<file path="config.mk">
export PLATFORM = sky130hd
export DESIGN_NAME = therm_scan_conv
export DESIGN_NICKNAME = d
export VERILOG_FILES = /design/src/rtl/therm_scan_conv.sv
export SDC_FILE = /design/constraint.sdc
export NUM_CORES = 1
export LEC_CHECK = 0
export BUFFER_PORTS_ARGS = -buffer_cell sky130_fd_sc_hd__buf_2
export CORE_ASPECT_RATIO = 0.9
export CORE_MARGIN = 10
export CORE_UTILIZATION = 35
export DETAILED_ROUTE_END_ITERATION = 10
export PLACE_DENSITY_LB_ADDON = 0.05
export SETUP_SLACK_MARGIN = 0.5
export SYNTH_ARGS = -nofsm -noshare
export SYNTH_HDL_FRONTEND = slang
export SYNTH_SLANG_ARGS = --single-unit
</file>
<file path="constraint.sdc">
create_clock -name clk -period 18.4 [get_ports clk]
set_clock_uncertainty 0.2 [all_clocks]
set_input_delay 1.84 -clock clk [delete_from_list [all_inputs] [get_ports clk]]
set_output_delay 1.84 -clock clk [all_outputs]
set_load 0.005 [all_outputs]
</file>
<file path="src/rtl/therm_scan_conv.sv">
// Multi-channel thermistor scan converter: ADC code to degC with linear scaling,
// per-channel exponential averaging and hysteretic high/low alarms.
module therm_scan_conv #(
    parameter int          NUM_CH   = 4,
    parameter int          ADC_W    = 10,
    parameter int          TEMP_W   = 12,
    parameter int unsigned GAIN     = 1,
    parameter int          SHIFT    = 2,
    parameter int          OFFSET   = -50,
    parameter int          AVG_LOG2 = 2,
    parameter int          CH_W     = (NUM_CH > 1) ? $clog2(NUM_CH) : 1
) (
    input  logic                clk,
    input  logic                rst_n,
    input  logic                in_valid,
    output logic                in_ready,
    input  logic [CH_W-1:0]     in_ch,
    input  logic [ADC_W-1:0]    in_code,
    output logic                out_valid,
    input  logic                out_ready,
    output logic [CH_W-1:0]     out_ch,
    output logic [TEMP_W-1:0]   out_temp,
    input  logic [TEMP_W-1:0]   thr_hi,
    input  logic [TEMP_W-1:0]   thr_lo,
    input  logic [TEMP_W-1:0]   hyst,
    output logic [NUM_CH-1:0]   alarm_hi,
    output logic [NUM_CH-1:0]   alarm_lo,
    output logic                err_ch
);

    localparam int PROD_W = ADC_W + 34;
    localparam int EXT_W  = TEMP_W + 2;
    localparam logic signed [PROD_W-1:0] T_MAX = PROD_W'((64'sd1 <<< (TEMP_W - 1)) - 64'sd1);
    localparam logic signed [PROD_W-1:0] T_MIN = -T_MAX - PROD_W'(1);

    typedef enum logic [1:0] {IDLE = 2'd0, CONV = 2'd1, AVG = 2'd2, OUT = 2'd3} state_t;

    state_t                     state_r, state_s;
    logic                       in_ready_r, out_valid_r, err_ch_r, drop_r;
    logic [CH_W-1:0]            ch_r, out_ch_r;
    logic [ADC_W-1:0]           code_r;
    logic signed [TEMP_W-1:0]   raw_r, out_temp_r;
    logic signed [TEMP_W-1:0]   avg_r [NUM_CH];
    logic [NUM_CH-1:0]          init_r, alarm_hi_r, alarm_lo_r;

    logic                       accept_s, ch_bad_s;
    logic signed [PROD_W-1:0]   prod_s, raw_full_s;
    logic signed [TEMP_W-1:0]   raw_sat_s, avg_cur_s, new_avg_s;
    logic signed [TEMP_W:0]     diff_s, step_s, sum_s;
    logic signed [EXT_W-1:0]    avg_ext_s, thr_hi_ext_s, thr_lo_ext_s, hyst_ext_s;
    logic                       hi_set_s, hi_clr_s, lo_set_s, lo_clr_s;

    assign in_ready  = in_ready_r;
    assign out_valid = out_valid_r;
    assign out_ch    = out_ch_r;
    assign out_temp  = out_temp_r;
    assign alarm_hi  = alarm_hi_r;
    assign alarm_lo  = alarm_lo_r;
    assign err_ch    = err_ch_r;

    assign accept_s = in_valid & in_ready_r;
    assign ch_bad_s = ({1'b0, in_ch} >= (CH_W + 1)'(NUM_CH));

    // FSM state register
    always_ff @(posedge clk or negedge rst_n) begin
        if (!rst_n) begin
            state_r <= IDLE;
        end else begin
            state_r <= state_s;
        end
    end

    // Next-state logic; a dropped sample leaves CONV straight back to IDLE
    always_comb begin
        state_s = state_r;
        case (state_r)
            IDLE: begin
                if (accept_s) state_s = CONV;
                else          state_s = IDLE;
            end
            CONV: begin
                if (drop_r) state_s = IDLE;
                else        state_s = AVG;
            end
            AVG:  state_s = OUT;
            OUT: begin
                if (out_ready) state_s = IDLE;
                else           state_s = OUT;
            end
            default: state_s = IDLE;
        endcase
    end

    // Scale, shift and offset at full width, then clamp to the temperature range
    always_comb begin
        prod_s     = $signed({{(PROD_W - ADC_W){1'b0}}, code_r}) * $signed(PROD_W'(GAIN));
        raw_full_s = (prod_s >>> SHIFT) + $signed(PROD_W'(OFFSET));
        if (raw_full_s > T_MAX) begin
            raw_sat_s = T_MAX[TEMP_W-1:0];
        end else if (raw_full_s < T_MIN) begin
            raw_sat_s = T_MIN[TEMP_W-1:0];
        end else begin
            raw_sat_s = raw_full_s[TEMP_W-1:0];
        end
    end

    // Exponential average; the step never overshoots raw, so no clamp is needed
    always_comb begin
        avg_cur_s = avg_r[ch_r];
        diff_s    = {raw_r[TEMP_W-1], raw_r} - {avg_cur_s[TEMP_W-1], avg_cur_s};
        step_s    = diff_s >>> AVG_LOG2;
        sum_s     = {avg_cur_s[TEMP_W-1], avg_cur_s} + step_s;
        if (init_r[ch_r]) begin
            new_avg_s = sum_s[TEMP_W-1:0];
        end else begin
            new_avg_s = raw_r;
        end
    end

    // Alarm threshold comparisons at widened signed precision
    always_comb begin
        avg_ext_s    = EXT_W'(new_avg_s);
        thr_hi_ext_s = EXT_W'($signed(thr_hi));
        thr_lo_ext_s = EXT_W'($signed(thr_lo));
        hyst_ext_s   = $signed({2'b00, hyst});
        hi_set_s     = (avg_ext_s > thr_hi_ext_s);
        hi_clr_s     = (avg_ext_s < (thr_hi_ext_s - hyst_ext_s));
        lo_set_s     = (avg_ext_s < thr_lo_ext_s);
        lo_clr_s     = (avg_ext_s > (thr_lo_ext_s + hyst_ext_s));
    end

    // Datapath, per-channel state and registered outputs
    always_ff @(posedge clk or negedge rst_n) begin
        if (!rst_n) begin
            in_ready_r  <= 1'b0;
            out_valid_r <= 1'b0;
            err_ch_r    <= 1'b0;
            drop_r      <= 1'b0;
            ch_r        <= '0;
            out_ch_r    <= '0;
            code_r      <= '0;
            raw_r       <= '0;
            out_temp_r  <= '0;
            init_r      <= '0;
            alarm_hi_r  <= '0;
            alarm_lo_r  <= '0;
            for (int i = 0; i < NUM_CH; i++) begin
                avg_r[i] <= '0;
            end
        end else begin
            in_ready_r  <= (state_s == IDLE);
            out_valid_r <= (state_s == OUT);
            if (accept_s) begin
                ch_r   <= in_ch;
                code_r <= in_code;
                drop_r <= ch_bad_s;
                if (ch_bad_s) begin
                    err_ch_r <= 1'b1;
                end
            end
            if (state_r == CONV) begin
                raw_r <= raw_sat_s;
            end
            if (state_r == AVG) begin
                avg_r[ch_r]  <= new_avg_s;
                init_r[ch_r] <= 1'b1;
                out_temp_r   <= new_avg_s;
                out_ch_r     <= ch_r;
                if (hi_set_s) begin
                    alarm_hi_r[ch_r] <= 1'b1;
                end else if (hi_clr_s) begin
                    alarm_hi_r[ch_r] <= 1'b0;
                end
                if (lo_set_s) begin
                    alarm_lo_r[ch_r] <= 1'b1;
                end else if (lo_clr_s) begin
                    alarm_lo_r[ch_r] <= 1'b0;
                end
            end
        end
    end

endmodule

</file>
======== Yosys cells after proc, flatten, opt, wreduce, memory -nomap -nowiden ========
Cells that the tools add are included.
word-level totals
  register bits after elaboration ......... 102
  input port bits ......................... 52
  output and inout port bits .............. 25
  logic and storage cells ................. 70
cells by class
  add/subtract/negate cells ............... 5
  $lt $le $gt $ge ......................... 10
  eq/ne operators ......................... 4
  multiplexer cells ....................... 20
  bitwise logic cells ..................... 8
  reduce and logical (&&, ||, !) cells .... 8
operators by type and width
  operator                                                                         number
  12-bit 2-to-1 mux                                                                6
  48-bit bitwise mux                                                               1
  12-bit binary-select mux with 2-bit select                                       1
  12-bit demux with 2-bit select                                                   1
  4-bit 2-to-1 mux                                                                 4
  12-bit by 13-bit adder with 14-bit output                                        1
  12-bit by 14-bit > comparator with 1-bit output                                  1
  12-bit by 14-bit less-than comparator with 1-bit output                          1
  12-bit by 13-bit subtractor with 14-bit output                                   1
  12-bit by 12-bit subtractor with 13-bit output                                   1
  12-bit by 11-bit adder with 12-bit output                                        1
  10-bit by 12-bit > comparator with 1-bit output (second input constant)          1
  12-bit > comparator                                                              1
  10-bit by 12-bit less-than comparator with 1-bit output (second input constant)  1
  12-bit less-than comparator                                                      1
  4-bit bitwise OR                                                                 3
  9-bit by 7-bit adder with 10-bit output (second input constant)                  1
  4-bit AND                                                                        2
  2-bit one-hot mux with 4 select lines                                            1
  2-bit equality test (second input constant)                                      3
  2-bit zero test                                                                  2
  4-bit inverter                                                                   1
  2-bit AND reduction                                                              2
  2-bit nonzero test                                                               2
  other kinds (12)                                                                 15

======== Depth between registers and ports, before layout ========
  depth in word-level cells ............... 10
  mapped depth ............................ 32
  mapped depth without buffers ............ 28

======== Least setup slack after synthesis ========
Ideal clock, no wire load.
  kind .................................... reg-to-reg
  start ................................... register ch_r[0]
  end ..................................... register with a tool-made name
  library setup time ...................... 0.078 ns
  arrival time ............................ 6.607 ns
  data required time ...................... 18.122 ns
  path slack .............................. 11.516 ns
  cell stages (with the launch flop) ...... 31
  buffers on the path ..................... 3
  clock period less this slack ............ 6.884 ns
  path through ............................ dfrtp_1 > buf_1 > buf_1 > mux4_2 > inv_1 > ha_1 > a21o_1 > a21oi_1 > a21boi_2 > o21a_1 > or2_2 > a21o_1 > xor2_1 > ha_1 > or2_1 > o311a_1 > a21o_1 > a21oi_1 > xnor3_1 > a21o_1 > buf_2 > inv_1 > ha_1 > nand3_1 > or3_1 > o21bai_1 > a21oi_1 > o211ai_1 > a21oi_1 > nor4_1 > a21oi_1
RTL lines
  item                    RTL line  source
  from (decl)             40        logic [CH_W-1:0] ch_r, out_ch_r;
  from (signal assigned)  154       ch_r <= in_ch;

==> reports/results.ini <==
[outcome]
status = completed

[sta]
min_period_over_period_pct = 40.1
rsz0062_at_grt = false
relSlewSlack_pct = 23.9
tightestPinTransition_ns = 1.14
fmax_mhz = 135
drv_slew = 0
hold_viol = 0
fin_tns_setup_ns = 0
setup_viol = 0
period_needed_ns = 7.38

[logic_synthesis]
synth-edff-count = 0
yosysSeqAreaShare_pct = 32.7
yosys.area.top_type_share_pct = 32.7
netlist_instances = 827
netlist_top_cells_area = dfrtp_1 33%, ha_1 15%, o21ai_0 6.0%
ys_ff_latch = 98
ys_warn_count = 0
synth.cell_area_um2 = 7500
synthTopCellsByCount = 103 x nand2_1, 98 x dfrtp_1, 90 x ha_1, 90 x o21ai_0, 72 x inv_1
yosysTopAreaCell = dfrtp_1
yosysMostFrequentCell = nand2_1
ys.flop_type = dfrtp_1
synth_cell_types = 66
async_reset_ff_share_pct = 100
syn_avg_cell_area_um2 = 9.07
syn_nets = 972

[drt]
ant_nets = 0
drtPass1Iterations = 5
drtIter0Drc = 456
via_count = 6038
wl_per_cell_um = 17.5
post-route-drc-count = 0
drt-vias-per-instance = 5.12
routed_wl_um = 20600

[global_routing]
grt_max_degree = 51
antenna_found_initial = 0
grt_overflow = 0
first_global_vias = 6115
grt_pass1_wl_um = 33300
grt_use_total_pct = 14.9

[worst_setup_path]
timing_worst_setup_path_type = reg -> reg
worstPathArrival_ns = 7.46
rrSetupSlack_ns = 11.02
crit_fanout = 21
r2r_cells = 27
crit_top_cell = a21oi_1
crit_slowest_cell = mux4_2
end_kind = flop
timing.critical_path.required_ns = 18.48
crit_path_start_kind = flop
r2r_start = ch_r[0]$_DFFE_PN0P_
slowest_delay_ns = 0.59

[clock_network]
ctsHoldBuffers = 0
cts_htree_levels = 3
cts_setup_buffers = 0
clk_latency_ns = 0.35
cts_tree = yes
clock_path_buffers = 2
clock_sinks = 98
clockRootBuffer = clkbuf_16
cts_resized = 0
path_clk_slew_ns = 0.07
cts_buffers = 9

[die]
die_w_um = 174
coreArea_um2 = 21000
rows = 50
die-area_um2 = 27700
start_util_pct = 35.8
pin_count = 77
die_h_um = 159

[placed_design]
placed_area_um2 = 8120
globalplace.congestion = 0.859
place_hpwl_um = 16500
io_buffers = 73
dp.cells = 1164

[cells_and_area]
design_area_um2 = 8450
synthToLayoutAreaGrowth_pct = 12.7
stdcell_count = 1179
n_antenna_cell = 0
final_nets = 1034
final_layout_size_suffix_gt1_share_pct = 14.9

[worst_hold_path]
hp-class = reg -> reg
whs_path_depth = 2
min-delay-start = out_temp[7]$_DFFE_PN0P_
min_to = out_temp[7]$_DFFE_PN0P_

[job]
maxCapViolations = 0

-- sequential cells by signal, summed over array words and instances, names as in the netlist, named ones only --
register   count
avg_r         48
out_temp      12
raw_r         10
code_r         8
init_r         4
ch_r           2
out_ch         2
state_r        2
in_ready       1
out_valid      1
-- final cells by class --
cell class,count,area [um2]
timing repair buffer,78,405
multi-input combinational,629,4630
inverter,73,274
clock inverter,5,85.1
sequential,98,2450
tap,286,358
fill,2122,12500
clock buffer,10,239
-- layout by cell type, fill, tap and decap left out, types with 6 or more instances in the layout --
cell type / instances
clkbuf_16: 9
o21ai_0: 90
a21o_1: 15
nor4_1: 8
buf_4: 6
dfrtp_1: 98
nand3_1: 14
mux4_2: 12
nand2_1: 103
nand2b_1: 13
buf_2: 72
o21a_1: 11
mux2i_1: 6
ha_1: 90
nor3_1: 15
mux2_2: 15
xor2_1: 15
a31oi_1: 6
inv_1: 72
a2bb2oi_1: 6
xnor2_1: 24
o21bai_1: 7
nor2_1: 34
a21oi_1: 46
a211oi_1: 13
or3_1: 6
-- kinds of logic after synthesis --
logic type / Yosys count / synth area share (%)
AOI/OAI and AO/OA: 237 / 20.3
adders and majority gates: 95 / 16.1
and+or+nand+nor: 222 / 13.7
buffers and inverters: 100 / 5.47
xor gates and xnor gates: 40 / 4.86
muxes: 34 / 6.84
DFF: 98 / 32.7
other: 1 / 0.0500
-- critical path, delay by kind of cell (launching register included) --
kind	cells	cell delay (ns)
buffers and inverters	3	0.71
DFF	1	0.38
and+or+nand+nor	5	1.19
muxes	2	1.17
AOI/OAI and AO/OA	12	2.42
xor gates and xnor gates	2	0.23
adders and majority gates	3	0.96
-- worst max-delay path by stage --
| stage | start | to | slack [ns] |
|---|---|---|---|
| 2_1_floorplan | ch_r[0]$_DFFE_PN0P_ | flop | 11.52 |
| 3_3_place_gp | ch_r[0]$_DFFE_PN0P_ | flop | 11.06 |
| 3_5_place_dp | ch_r[0]$_DFFE_PN0P_ | flop | 10.99 |
| 4_1_cts | ch_r[0]$_DFFE_PN0P_ | flop | 10.95 |
| 5_1_grt | ch_r[0]$_DFFE_PN0P_ | flop | 10.44 |
| 6_report | ch_r[0]$_DFFE_PN0P_ | flop | 11.02 |
-- metrics by stage --
| stage | util, % | worst slack (ns) | hold slack [ns] |
|---|---|---|---|
| after floorplan | - | 11.52 | 0.244 |
| after global placement | 38.8 | 11.06 | 0.257 |
| after detailed placement | 38.8 | 10.99 | 0.263 |
| after CTS | 40.3 | 10.95 | 0.281 |
| after global routing | 40.3 | 10.44 | 0.301 |
| final | 40.3 | 11.02 | 0.277 |
-- per-layer routing --
| metal | track usage [%] | routed length (um) | up-vias |
|---|---|---|---|
| li1 | - | - | 3095 |
| met1 | 21.8 | 10900 | 2823 |
| met2 | 22.0 | 8720 | 107 |
| met3 | 2.96 | 768 | 13 |
| met4 | 2.80 | 158 | 0 |
| met5 | 0 | 0 | - |
Power is not shown: default switching activity piles up to over one toggle a cycle in this logic, so the estimate is an artifact.
